[src/rtl/user_tlp_pkg.sv]
// rtl/user_tlp_pkg.sv - shared TLP codes, RC descriptor offsets and decoder state encoding
package user_tlp_pkg;

    localparam int RC_DATA_W  = 128;
    localparam int RC_TUSER_W = 75;

    // fmt/type codes shared with the requester-request encoder
    localparam logic [6:0] TYPE_MEMRD32 = 7'h00;
    localparam logic [6:0] TYPE_MEMWR32 = 7'h40;
    localparam logic [6:0] TYPE_MEMRD64 = 7'h20;
    localparam logic [6:0] TYPE_MEMWR64 = 7'h60;

    localparam int RC_DWCNT_LSB  = 32;
    localparam int RC_DWCNT_W    = 11;
    localparam int RC_STATUS_LSB = 43;
    localparam int RC_POISON_BIT = 46;
    localparam int RC_TAG_LSB    = 64;
    localparam int RC_SOF_BIT    = 32;
    localparam int RC_DISC_BIT   = 42;

    localparam logic [2:0] CPL_SC  = 3'd0;
    localparam logic [2:0] CPL_UR  = 3'd1;
    localparam logic [2:0] CPL_CRS = 3'd2;
    localparam logic [2:0] CPL_CA  = 3'd4;

    typedef enum logic [1:0] {
        ST_IDLE  = 2'd0,
        ST_WAIT  = 2'd1,
        ST_DRAIN = 2'd2
    } rx_state_e;

endpackage

[src/rtl/user_tlp_decoder_if.sv]
// rtl/user_tlp_decoder_if.sv - AXI-S requester completion stream bundle
interface user_tlp_decoder_if
    import user_tlp_pkg::*;
#(
    parameter int TUSER_W = RC_TUSER_W,
    parameter int DATA_W  = RC_DATA_W,
    parameter int KEEP_W  = DATA_W / 32
);
    logic [DATA_W-1:0]  tdata;
    logic [KEEP_W-1:0]  tkeep;
    logic [TUSER_W-1:0] tuser;
    logic               tlast;
    logic               tvalid;
    logic               tready;

    modport master (output tdata, tkeep, tuser, tlast, tvalid, input tready);
    modport slave  (input tdata, tkeep, tuser, tlast, tvalid, output tready);
endinterface

[src/rtl/user_tlp_cpl_timer.sv]
// rtl/user_tlp_cpl_timer.sv - completion timeout counter with clear, enable and terminal count
module user_tlp_cpl_timer #(
    parameter int TIMEOUT_CYCLES = 1024
) (
    input  logic clk,
    input  logic reset,
    input  logic clear,
    input  logic enable,
    output logic tc
);
    localparam int W = (TIMEOUT_CYCLES > 1) ? $clog2(TIMEOUT_CYCLES) : 1;
    localparam logic [W-1:0] LAST = W'(TIMEOUT_CYCLES - 1);

    logic [W-1:0] count;

    assign tc = (count == LAST);

    // holds at terminal count so a stalled owner never sees a wrap
    always_ff @(posedge clk) begin
        if (reset) begin
            count <= '0;
        end else if (clear) begin
            count <= '0;
        end else if (enable && !tc) begin
            count <= count + 1'b1;
        end
    end
endmodule

[src/rtl/user_tlp_decoder.sv]
// rtl/user_tlp_decoder.sv - single-DW read completion matcher with timeout and unexpected-completion drain
module user_tlp_decoder
    import user_tlp_pkg::*;
#(
    parameter int AXI4_RC_TUSER_WIDTH = 75,
    parameter int C_DATA_WIDTH        = 128,
    parameter int KEEP_WIDTH          = C_DATA_WIDTH / 32,
    parameter int TIMEOUT_CYCLES      = 1024
) (
    input  logic                     user_clk,
    input  logic                     reset,
    user_tlp_decoder_if.slave        m_axis_rc,
    input  logic                     rx_arm,
    input  logic [7:0]               rx_expect_tag,
    output logic                     rx_done,
    output logic                     rx_timeout,
    output logic [31:0]              rx_data,
    output logic [7:0]               rx_tag,
    output logic [2:0]               rx_status,
    output logic                     rx_err,
    output logic [7:0]               rx_unexp_cnt
);
    rx_state_e state, state_n, ret, ret_n;
    logic       pend, pend_n;
    logic [7:0] exp_tag, tag_n;
    logic       rdy;
    logic       tclr, run, tmr_tc, tc;
    logic       cnt_inc, cap, done_n, to_n;

    logic        beat, sof, last, hit, err_now;
    logic [7:0]  b_tag;
    logic [2:0]  b_status;
    logic [10:0] b_dwcnt;
    logic        unused_ok;

    assign m_axis_rc.tready = rdy;
    assign beat     = m_axis_rc.tvalid & rdy;
    assign sof      = beat & m_axis_rc.tuser[RC_SOF_BIT];
    assign last     = m_axis_rc.tlast;
    assign b_tag    = m_axis_rc.tdata[RC_TAG_LSB +: 8];
    assign b_status = m_axis_rc.tdata[RC_STATUS_LSB +: 3];
    assign b_dwcnt  = m_axis_rc.tdata[RC_DWCNT_LSB +: RC_DWCNT_W];
    assign hit      = (b_tag == exp_tag);
    assign err_now  = (b_status != CPL_SC) | m_axis_rc.tdata[RC_POISON_BIT]
                    | m_axis_rc.tuser[RC_DISC_BIT] | (b_dwcnt != 11'd1)
                    | !m_axis_rc.tkeep[KEEP_WIDTH-1] | !last;

    assign unused_ok = ^{m_axis_rc.tdata[95:72], m_axis_rc.tdata[63:47], m_axis_rc.tdata[31:0],
                         m_axis_rc.tuser[AXI4_RC_TUSER_WIDTH-1:43], m_axis_rc.tuser[41:33],
                         m_axis_rc.tuser[31:0], m_axis_rc.tkeep[KEEP_WIDTH-2:0]};

    // the timer also runs while draining a stray packet on behalf of an armed request
    assign run = (state == ST_WAIT) || (state == ST_DRAIN && ret == ST_WAIT && !pend);
    assign tc  = tmr_tc & run;

    user_tlp_cpl_timer #(.TIMEOUT_CYCLES(TIMEOUT_CYCLES)) u_timer (
        .clk    (user_clk),
        .reset  (reset),
        .clear  (tclr),
        .enable (run),
        .tc     (tmr_tc)
    );

    always_comb begin
        state_n = state;
        ret_n   = ret;
        pend_n  = pend;
        tag_n   = exp_tag;
        tclr    = 1'b0;
        cnt_inc = 1'b0;
        cap     = 1'b0;
        done_n  = 1'b0;
        to_n    = 1'b0;
        case (state)
            ST_IDLE: begin
                if (sof) begin
                    cnt_inc = 1'b1;
                    if (!last) begin
                        state_n = ST_DRAIN;
                        ret_n   = ST_IDLE;
                    end
                end
            end
            ST_WAIT: begin
                if (sof && hit) begin
                    cap     = 1'b1;
                    done_n  = 1'b1;
                    state_n = last ? ST_IDLE : ST_DRAIN;
                    ret_n   = ST_IDLE;
                end else begin
                    if (sof) begin
                        cnt_inc = 1'b1;
                        if (!last) begin
                            state_n = ST_DRAIN;
                            ret_n   = ST_WAIT;
                        end
                    end
                    if (tc) begin
                        to_n = 1'b1;
                        if (state_n == ST_DRAIN) ret_n = ST_IDLE;
                        else                     state_n = ST_IDLE;
                    end
                end
            end
            ST_DRAIN: begin
                if (rx_arm) begin
                    pend_n = 1'b1;
                end else if (tc) begin
                    to_n  = 1'b1;
                    ret_n = ST_IDLE;
                end
                if (beat && last) begin
                    if (pend_n) begin
                        state_n = ST_WAIT;
                        pend_n  = 1'b0;
                        tclr    = 1'b1;
                    end else begin
                        state_n = ret_n;
                    end
                end
            end
            default: state_n = ST_IDLE;
        endcase
        // a new arm supersedes the old request, including a timeout due this cycle
        if (rx_arm) begin
            tag_n = rx_expect_tag;
            if (state != ST_DRAIN) begin
                state_n = ST_WAIT;
                ret_n   = ST_IDLE;
                pend_n  = 1'b0;
                tclr    = 1'b1;
                to_n    = 1'b0;
            end
        end
    end

    always_ff @(posedge user_clk) begin
        if (reset) begin
            state        <= ST_IDLE;
            ret          <= ST_IDLE;
            pend         <= 1'b0;
            exp_tag      <= '0;
            rdy          <= 1'b0;
            rx_done      <= 1'b0;
            rx_timeout   <= 1'b0;
            rx_data      <= '0;
            rx_tag       <= '0;
            rx_status    <= '0;
            rx_err       <= 1'b0;
            rx_unexp_cnt <= '0;
        end else begin
            state      <= state_n;
            ret        <= ret_n;
            pend       <= pend_n;
            exp_tag    <= tag_n;
            rdy        <= 1'b1;
            rx_done    <= done_n;
            rx_timeout <= to_n;
            if (cap) begin
                rx_data   <= m_axis_rc.tdata[C_DATA_WIDTH-1 -: 32];
                rx_tag    <= b_tag;
                rx_status <= b_status;
                rx_err    <= err_now;
            end
            if (cnt_inc && rx_unexp_cnt != 8'hFF) begin
                rx_unexp_cnt <= rx_unexp_cnt + 8'd1;
            end
        end
    end
endmodule

[src/flat_wrapper.sv]
// flat-port wrapper written by rule: the top's interface ports become plain ports
module user_tlp_decoder_flat import user_tlp_pkg::*;
#(
    parameter int AXI4_RC_TUSER_WIDTH = 75,
    parameter int C_DATA_WIDTH        = 128,
    parameter int KEEP_WIDTH          = C_DATA_WIDTH / 32,
    parameter int TIMEOUT_CYCLES      = 1024
)
  (user_clk, reset, rx_arm, rx_expect_tag, rx_done, rx_timeout, rx_data, rx_tag, rx_status, rx_err, rx_unexp_cnt, m_axis_rc_tdata, m_axis_rc_tkeep, m_axis_rc_tuser, m_axis_rc_tlast, m_axis_rc_tvalid, m_axis_rc_tready);
  user_tlp_decoder_if #(.TUSER_W(75), .DATA_W(128)) m_axis_rc_i ();
  input  logic user_clk;
  input  logic reset;
  input  logic rx_arm;
  input  logic [7:0] rx_expect_tag;
  output logic rx_done;
  output logic rx_timeout;
  output logic [31:0] rx_data;
  output logic [7:0] rx_tag;
  output logic [2:0] rx_status;
  output logic rx_err;
  output logic [7:0] rx_unexp_cnt;
  input wire logic [$bits(m_axis_rc_i.tdata)-1:0] m_axis_rc_tdata;
  input wire logic [$bits(m_axis_rc_i.tkeep)-1:0] m_axis_rc_tkeep;
  input wire logic [$bits(m_axis_rc_i.tuser)-1:0] m_axis_rc_tuser;
  input wire logic [$bits(m_axis_rc_i.tlast)-1:0] m_axis_rc_tlast;
  input wire logic [$bits(m_axis_rc_i.tvalid)-1:0] m_axis_rc_tvalid;
  output wire logic [$bits(m_axis_rc_i.tready)-1:0] m_axis_rc_tready;
  assign m_axis_rc_i.tdata = m_axis_rc_tdata;
  assign m_axis_rc_i.tkeep = m_axis_rc_tkeep;
  assign m_axis_rc_i.tuser = m_axis_rc_tuser;
  assign m_axis_rc_i.tlast = m_axis_rc_tlast;
  assign m_axis_rc_i.tvalid = m_axis_rc_tvalid;
  assign m_axis_rc_tready = m_axis_rc_i.tready;
  user_tlp_decoder #(.AXI4_RC_TUSER_WIDTH(AXI4_RC_TUSER_WIDTH), .C_DATA_WIDTH(C_DATA_WIDTH), .KEEP_WIDTH(KEEP_WIDTH), .TIMEOUT_CYCLES(TIMEOUT_CYCLES)) u_core (.user_clk(user_clk), .reset(reset), .m_axis_rc(m_axis_rc_i), .rx_arm(rx_arm), .rx_expect_tag(rx_expect_tag), .rx_done(rx_done), .rx_timeout(rx_timeout), .rx_data(rx_data), .rx_tag(rx_tag), .rx_status(rx_status), .rx_err(rx_err), .rx_unexp_cnt(rx_unexp_cnt));
endmodule
[config.mk]
export PLATFORM = sky130hd
export DESIGN_NAME = user_tlp_decoder_flat
export DESIGN_NICKNAME = d
export VERILOG_FILES = /design/src/rtl/user_tlp_pkg.sv /design/src/rtl/user_tlp_decoder_if.sv /design/src/rtl/user_tlp_cpl_timer.sv /design/src/rtl/user_tlp_decoder.sv /design/src/flat_wrapper.sv
export SDC_FILE = /design/constraint.sdc
export NUM_CORES = 1
export LEC_CHECK = 0
export BUFFER_PORTS_ARGS = -buffer_cell sky130_fd_sc_hd__buf_2
export CAP_MARGIN = 20
export CORE_AREA = 2 2 107 109
export CTS_BUF_LIST = sky130_fd_sc_hd__clkbuf_8
export DETAILED_ROUTE_END_ITERATION = 12
export DIE_AREA = 0 0 109 111
export PLACE_DENSITY_LB_ADDON = 0.3
export SETUP_SLACK_MARGIN = 0.5
export SYNTH_ARGS = -nofsm -noshare
export SYNTH_HDL_FRONTEND = slang
export SYNTH_SLANG_ARGS = --single-unit
[constraint.sdc]
create_clock -name user_clk -period 2.22 [get_ports user_clk]
set_input_delay 0 -clock user_clk [delete_from_list [all_inputs] [get_ports user_clk]]
set_output_delay 0 -clock user_clk [all_outputs]
set_load 0.02 [all_outputs]
==> results.txt, run 1 <==
P per Cell Area -> 531.7 nW/um2
Layout cells sized above 1 -> 0.4153
Max incr delay on CP -> 0.52 ns
Initial core utilization -> 0.3067
Fraction of registers with async set/reset -> 0
Worst hold slack -> 0.08145 ns
Commonest non-fill, non-tap cell in the layout -> buf_2
PnR worst setup slack -> 0.2767 ns
Fillers -> 1004
Initial antenna violation count -> 0
Final setup vio count -> 0
RSZ-0062 raised after global routing -> true
Mapped Cells -> 356
Least-Margin Pin Slew -> 0.6895 ns
Crit-path cells -> xnor2_2, nand4_1, or4_4, buf_6, buf_16, mux2i_2, nor2_1
First-pass GRT wire length -> 15860 um
Mean Syn Cell Area -> 9.542 um2
Clk slew on worst S/H paths -> 0.08 ns
Residual DRC -> 0
Cell Area, Placed -> 4214 um2
Critical Path AT -> 2.18 ns
Synthesized area -> 3397 um2
Mux cell area share after synthesis -> 0.1764
IO buf count -> 125
Area share of the largest cell type after synthesis -> 0.4597
Die Y -> 111 um
Final instance area -> 5415 um2
Synth Area in Adders -> 0.02210
Placeable Area -> 11080 um2
Pin count of the biggest net entering global routing -> 36
Run status -> complete, no violations
Post-synthesis xor/xnor area fraction -> 0.04383
Post-synthesis compound-gate area fraction -> 0.07808
Crit path launch type -> register
Max_cap viols -> 0
Total GRT Usage -> 0.1650
Clk_lat worst skew -> 0.35 ns
Slew headroom -> 0.5404
WL/cell -> 14.20 um
Max FO, Critical Path -> 6
Hold Crit Class -> input pin to register
Crit. End Element -> register
Setup TNS -> 0 ns
Synth cell types -> 43
Antenna viol nets, final -> 0
VDD IR-drop max -> 0.2950 mV
Yosys warnings -> 0
Ys flop type -> dfxtp_1
Final worst path period need -> 1.943 ns
Post-Route WL -> 9997 um
Sequential share of the synthesized area -> 0.4597
Worst EP required -> 2.45 ns
Fin crit share -> 0.8753
Final Wtd Congestion -> 0.8259
Cell taking the most area after synthesis -> dfxtp_1
Post-DR vias/cell -> 4.729
FF+latch count, synth -> 78
Syn Nets -> 582
Final Hold Fails -> 0
Initial DRC Count -> 123
IO Count -> 275
CTS H-tree depth -> 3
Antenna cells -> 0
FF+latch area -> 1588 um2
DR pass1 iterations -> 4
Clock skew -> 0.008375 ns
Synth area leaders -> dfxtp_1, mux2i_1, nor2_1, xnor2_1, mux2_2
Worst path slowest cell -> or4_4
Area of the multi-input gates -> 1951 um2
Fmax -> 514.6 MHz
Vias -> 3329
Highest-count cells in the layout ignoring fill and taps -> buf_2, nor2_1, dfxtp_1
GRT Residual Overflow -> 0
Root Buffer Master -> clkbuf_8
TritonCTS Buffers -> 9
Vias in the first global route -> 3341
HPWL after DPL -> 6277 um
Syn-to-layout area delta -> 59.41%
CTS Buffer Depth -> 2
Simple-Gate Fraction of Synth Area -> 0.1808
# rows -> 39
Max Slew Vio Count -> 0
CTS tree -> done
DIE AREA -> 12100 um2
Place WS -> 0.04111 ns
Post-synth EDFFs -> 0
CP Class -> register to register
Nets -> 783
Die width -> 109 um
Static Leak -> 0.002702 uW
Largest family of logic cells by synthesized area -> simple AND/OR/NAND/NOR gates
Num Clock Sinks -> 78
[stage by stage]
stage	cells	power (uW)	util
after detailed placement	617	1712	0.3804
after global placement	617	1707	0.3804
final	704	2879	0.4889
after floorplan	356	1595	-
after global routing	704	3013	0.4889
after CTS	696	2874	0.4675
[critical path, delay by kind of cell (launching register included)]
family	cells	cell delay, ns
AND/OR/NAND/NOR	3	0.79
flip-flops	1	0.34
buffers and inverters	2	0.30
XOR/XNOR	1	0.20
multiplexers	1	0.19
[kinds of logic (layout without fill, tap and decap cells)]
kind of cell             count (synthesis)  in the layout
AND/OR/NAND/NOR                        132            132
flip-flops                              78             78
multiplexers                            59             59
AO/OA/AOI/OAI                           39             39
buffers and inverters                   25            230
XOR/XNOR                                17             17
adder cells (fa/ha/maj)                  6              6
[final cells by class]
cell class / instances / area share
multi-input cells: 253 / 0.3602
flip-flops and latches: 78 / 0.2932
repair buffers: 207 / 0.2731
well taps: 143 / 0.03304
clock buffers: 10 / 0.02542
clock inverters: 5 / 0.009473
inverters: 8 / 0.005545
[state kept, by name, summed over array words and instances, names as in the netlist]
signal / flops
u_core.rx_done: 1
u_core.rx_timeout: 1
u_core.pend: 1
u_core.exp_tag: 8
u_core.ret: 2
u_core.u_timer.count: 10
u_core.rx_err: 1
u_core.rx_tag: 8
u_core.rx_unexp_cnt: 8
u_core.rx_data: 32
u_core.state: 2
u_core.m_axis_rc.tready: 1
u_core.rx_status: 3
[routing by layer]
layer,GRT usage,up-vias,routed length (um)
met5,0,-,0
met4,0.04530,0,148
met3,0.05115,14,732
met2,0.2687,117,4758
met1,0.2089,1552,4357
li1,-,1646,-
[cell usage after synthesis (5+ instances only)]
cell	number
nand2_1	9
nand3_1	5
and3_1	5
dfxtp_1	78
mux2i_1	52
inv_1	8
nand4_1	9
nor2_1	79
a21oi_1	10
xnor2_1	16
ha_1	6
clkbuf_1	9
nor4_1	7
o21ai_0	9
nor2b_1	7
buf_6	5
mux2_2	7
[what timing repair did]
action                     CTS  global route
gates resized for setup     29            42
setup buffers               11             7
setup endpoints to repair   63            63
pin swaps                    6            21
hold endpoints to repair    51             0
hold buffers                51             0
cloned                       2             1
[final timing paths]
path                            start                end  slack (ns)  cells after the start
setup / recovery    u_core.exp_tag[1]  u_core.rx_data[0]        0.28                      7
hold / removal    m_axis_rc_tdata[42]      u_core.rx_err        0.08                      4
setup reg to reg    u_core.exp_tag[1]  u_core.rx_data[0]        0.28                      7
hold reg to reg         u_core.rx_err      u_core.rx_err        0.47                      2
[report_power, final]
part	internal (uW)	switching [uW]	total (uW)
Clock	539	519	1060
Sequential	1420	21.7	1440
Combinational	210	174	384
Total	2160	715	2880
No activity file was read; power rests on OpenSTA's default activity.
==> run 2, diff against run 1 <==
- clock period: 2.22 -> 2.3 ns (I/O delays scaled with it)
==> run 2 against run 1 <==
  * Maximum frequency up 1.6%
  * Sequential share of layout area is 1.4 points higher
  * Via count fell by 2.6%
  * Register-to-register slack better by 0.11 ns
  * Clock-buffer cell count up 2
  * Global-route usage shrank 0.86 points
==> results.txt, run 2 (synthesized netlist as in run 1, its figures left out) <==
Pin count of the biggest net entering global routing -> 39
Worst path slowest cell -> or4_4
Initial DRC Count -> 163
IO buf count -> 125
Residual DRC -> 0
Worst EP required -> 2.53 ns
CTS Buffer Depth -> 2
Initial antenna violation count -> 3
Clock skew -> 0.007177 ns
Post-DR vias/cell -> 4.690
RSZ-0062 raised after global routing -> true
Layout cells sized above 1 -> 0.3541
PnR worst setup slack -> 0.3870 ns
Clk slew on worst S/H paths -> 0.08 ns
Buf+Inv Stages, Crit Path -> 3
Hold Crit Class -> input pin to register
Crit path launch type -> register
Final worst path period need -> 1.913 ns
CTS H-tree depth -> 3
VDD IR-drop max -> 0.3474 mV
Fmax -> 522.7 MHz
M3 GR Usage -> 0.06290
First-pass GRT wire length -> 15080 um
Area of the multi-input gates -> 1851 um2
Final Hold Fails -> 0
Syn-to-layout area delta -> 50.53%
Root Buffer Master -> clkbuf_8
Place WS -> 0.2019 ns
P per Cell Area -> 544.8 nW/um2
Max_cap viols -> 0
HPWL after DPL -> 6413 um
Overall power -> 2786 uW
Placeable Area -> 11080 um2
Static Leak -> 0.002569 uW
CTS tree -> done
Top flop regs -> u_core.rx_data: 32 flops, u_core.u_timer.count: 10 flops
Nets -> 767
Slew headroom -> 0.5195
TritonCTS Buffers -> 9
Antenna viol nets, final -> 0
Max reg flops -> 32
Max incr delay on CP -> 0.59 ns
Final setup vio count -> 0
Placed cells -> 616
Setup TNS -> 0 ns
Fin crit share -> 0.8317
Run status -> complete, no violations
Met2 usage -> 0.2513
Vias in the first global route -> 3176
Crit-path cells -> inv_2, ha_4, inv_1, or4_4, buf_12, mux2i_1, nor2_1
Die width -> 109 um
Total GRT Usage -> 0.1564
DIE AREA -> 12100 um2
Critical Path AT -> 2.14 ns
Final Wtd Congestion -> 0.8966
Crit. End Element -> register
Num Clock Sinks -> 78
CP Class -> register to register
Vias -> 3241
Max Slew Vio Count -> 0
Die Y -> 111 um
Commonest non-fill, non-tap cell in the layout -> buf_2
Layout Utilization -> 0.4617
# rows -> 39
IO Count -> 275
GRT Residual Overflow -> 0
Top reg by flops -> u_core.rx_data
Post-Route WL -> 9513 um
GR Layer Usage met1 -> 0.1886
Fillers -> 1047
Least-Margin Pin Slew -> 0.7207 ns
Delay-heaviest family, CP -> simple AND/OR/NAND/NOR gates
Highest-count cells in the layout ignoring fill and taps -> buf_2, nor2_1, dfxtp_1
Gr busiest metal -> met2
Clk_lat worst skew -> 0.34 ns
FF+latch area -> 1570 um2
Initial core utilization -> 0.3067
Max FO, Critical Path -> 29
DR pass1 iterations -> 4
Non-Filler Instances -> 691
WL/cell -> 13.77 um
## run 2: final cells by class
type                       instances  area share
inverter                           8    0.005872
antenna                            3    0.001468
sequential                        78      0.3071
tap                              143     0.03499
multi-input combinational        253      0.3619
clock buffer                      12     0.03230
timing repair buffer             191      0.2481
clock inverter                     3    0.008319
## run 2: what timing repair did
item,4_1_cts,5_1_grt
setup endpoints to repair,57,63
resized for setup,15,20
setup buffers,4,2
pin swaps,2,1
hold buffers,51,0
hold endpoints to repair,51,0
## run 2: layer usage
layer | wire length (um) | vias to the layer above
li1 | - | 1614
met5 | 0 | -
met3 | 798 | 8
met1 | 4092 | 1498
met2 | 4512 | 121
met4 | 110 | 0
## run 2: path summary, 6_finish.rpt
check                           slack, ns                  to           startpoint  cells past startpoint
worst max-delay path                 0.39  u_core.rx_data[18]      u_core.state[1]                      7
worst min-delay path                 0.12       u_core.rx_err  m_axis_rc_tdata[38]                      4
worst max register to register       0.39  u_core.rx_data[18]      u_core.state[1]                      7
worst min register to register       0.47       u_core.rx_err        u_core.rx_err                      2
## run 2: through the flow
stage	instance area, um2	hold slack [ns]
detailed placement	4200	0.2360
floorplan	3417	0.1439
CTS	4986	0.1018
finish	5114	0.1166
global placement	4200	0.2292
global route	5111	0.1147
## run 2: worst register-to-register path, delay by kind of cell (launching register included)
| kind | cells | cell delay [ns] |
|---|---|---|
| DFF | 1 | 0.37 |
| and+or+nand+nor | 2 | 0.64 |
| adders and majority gates | 1 | 0.19 |
| buffers and inverters | 3 | 0.40 |
| muxes | 1 | 0.20 |
## run 2: report_power, final
part           leakage, uW  switching (uW)  internal [uW]
Clock             0.000104             486            583
Sequential        0.000634            15.4           1370
Combinational      0.00183             155            180
Total              0.00257             656           2130
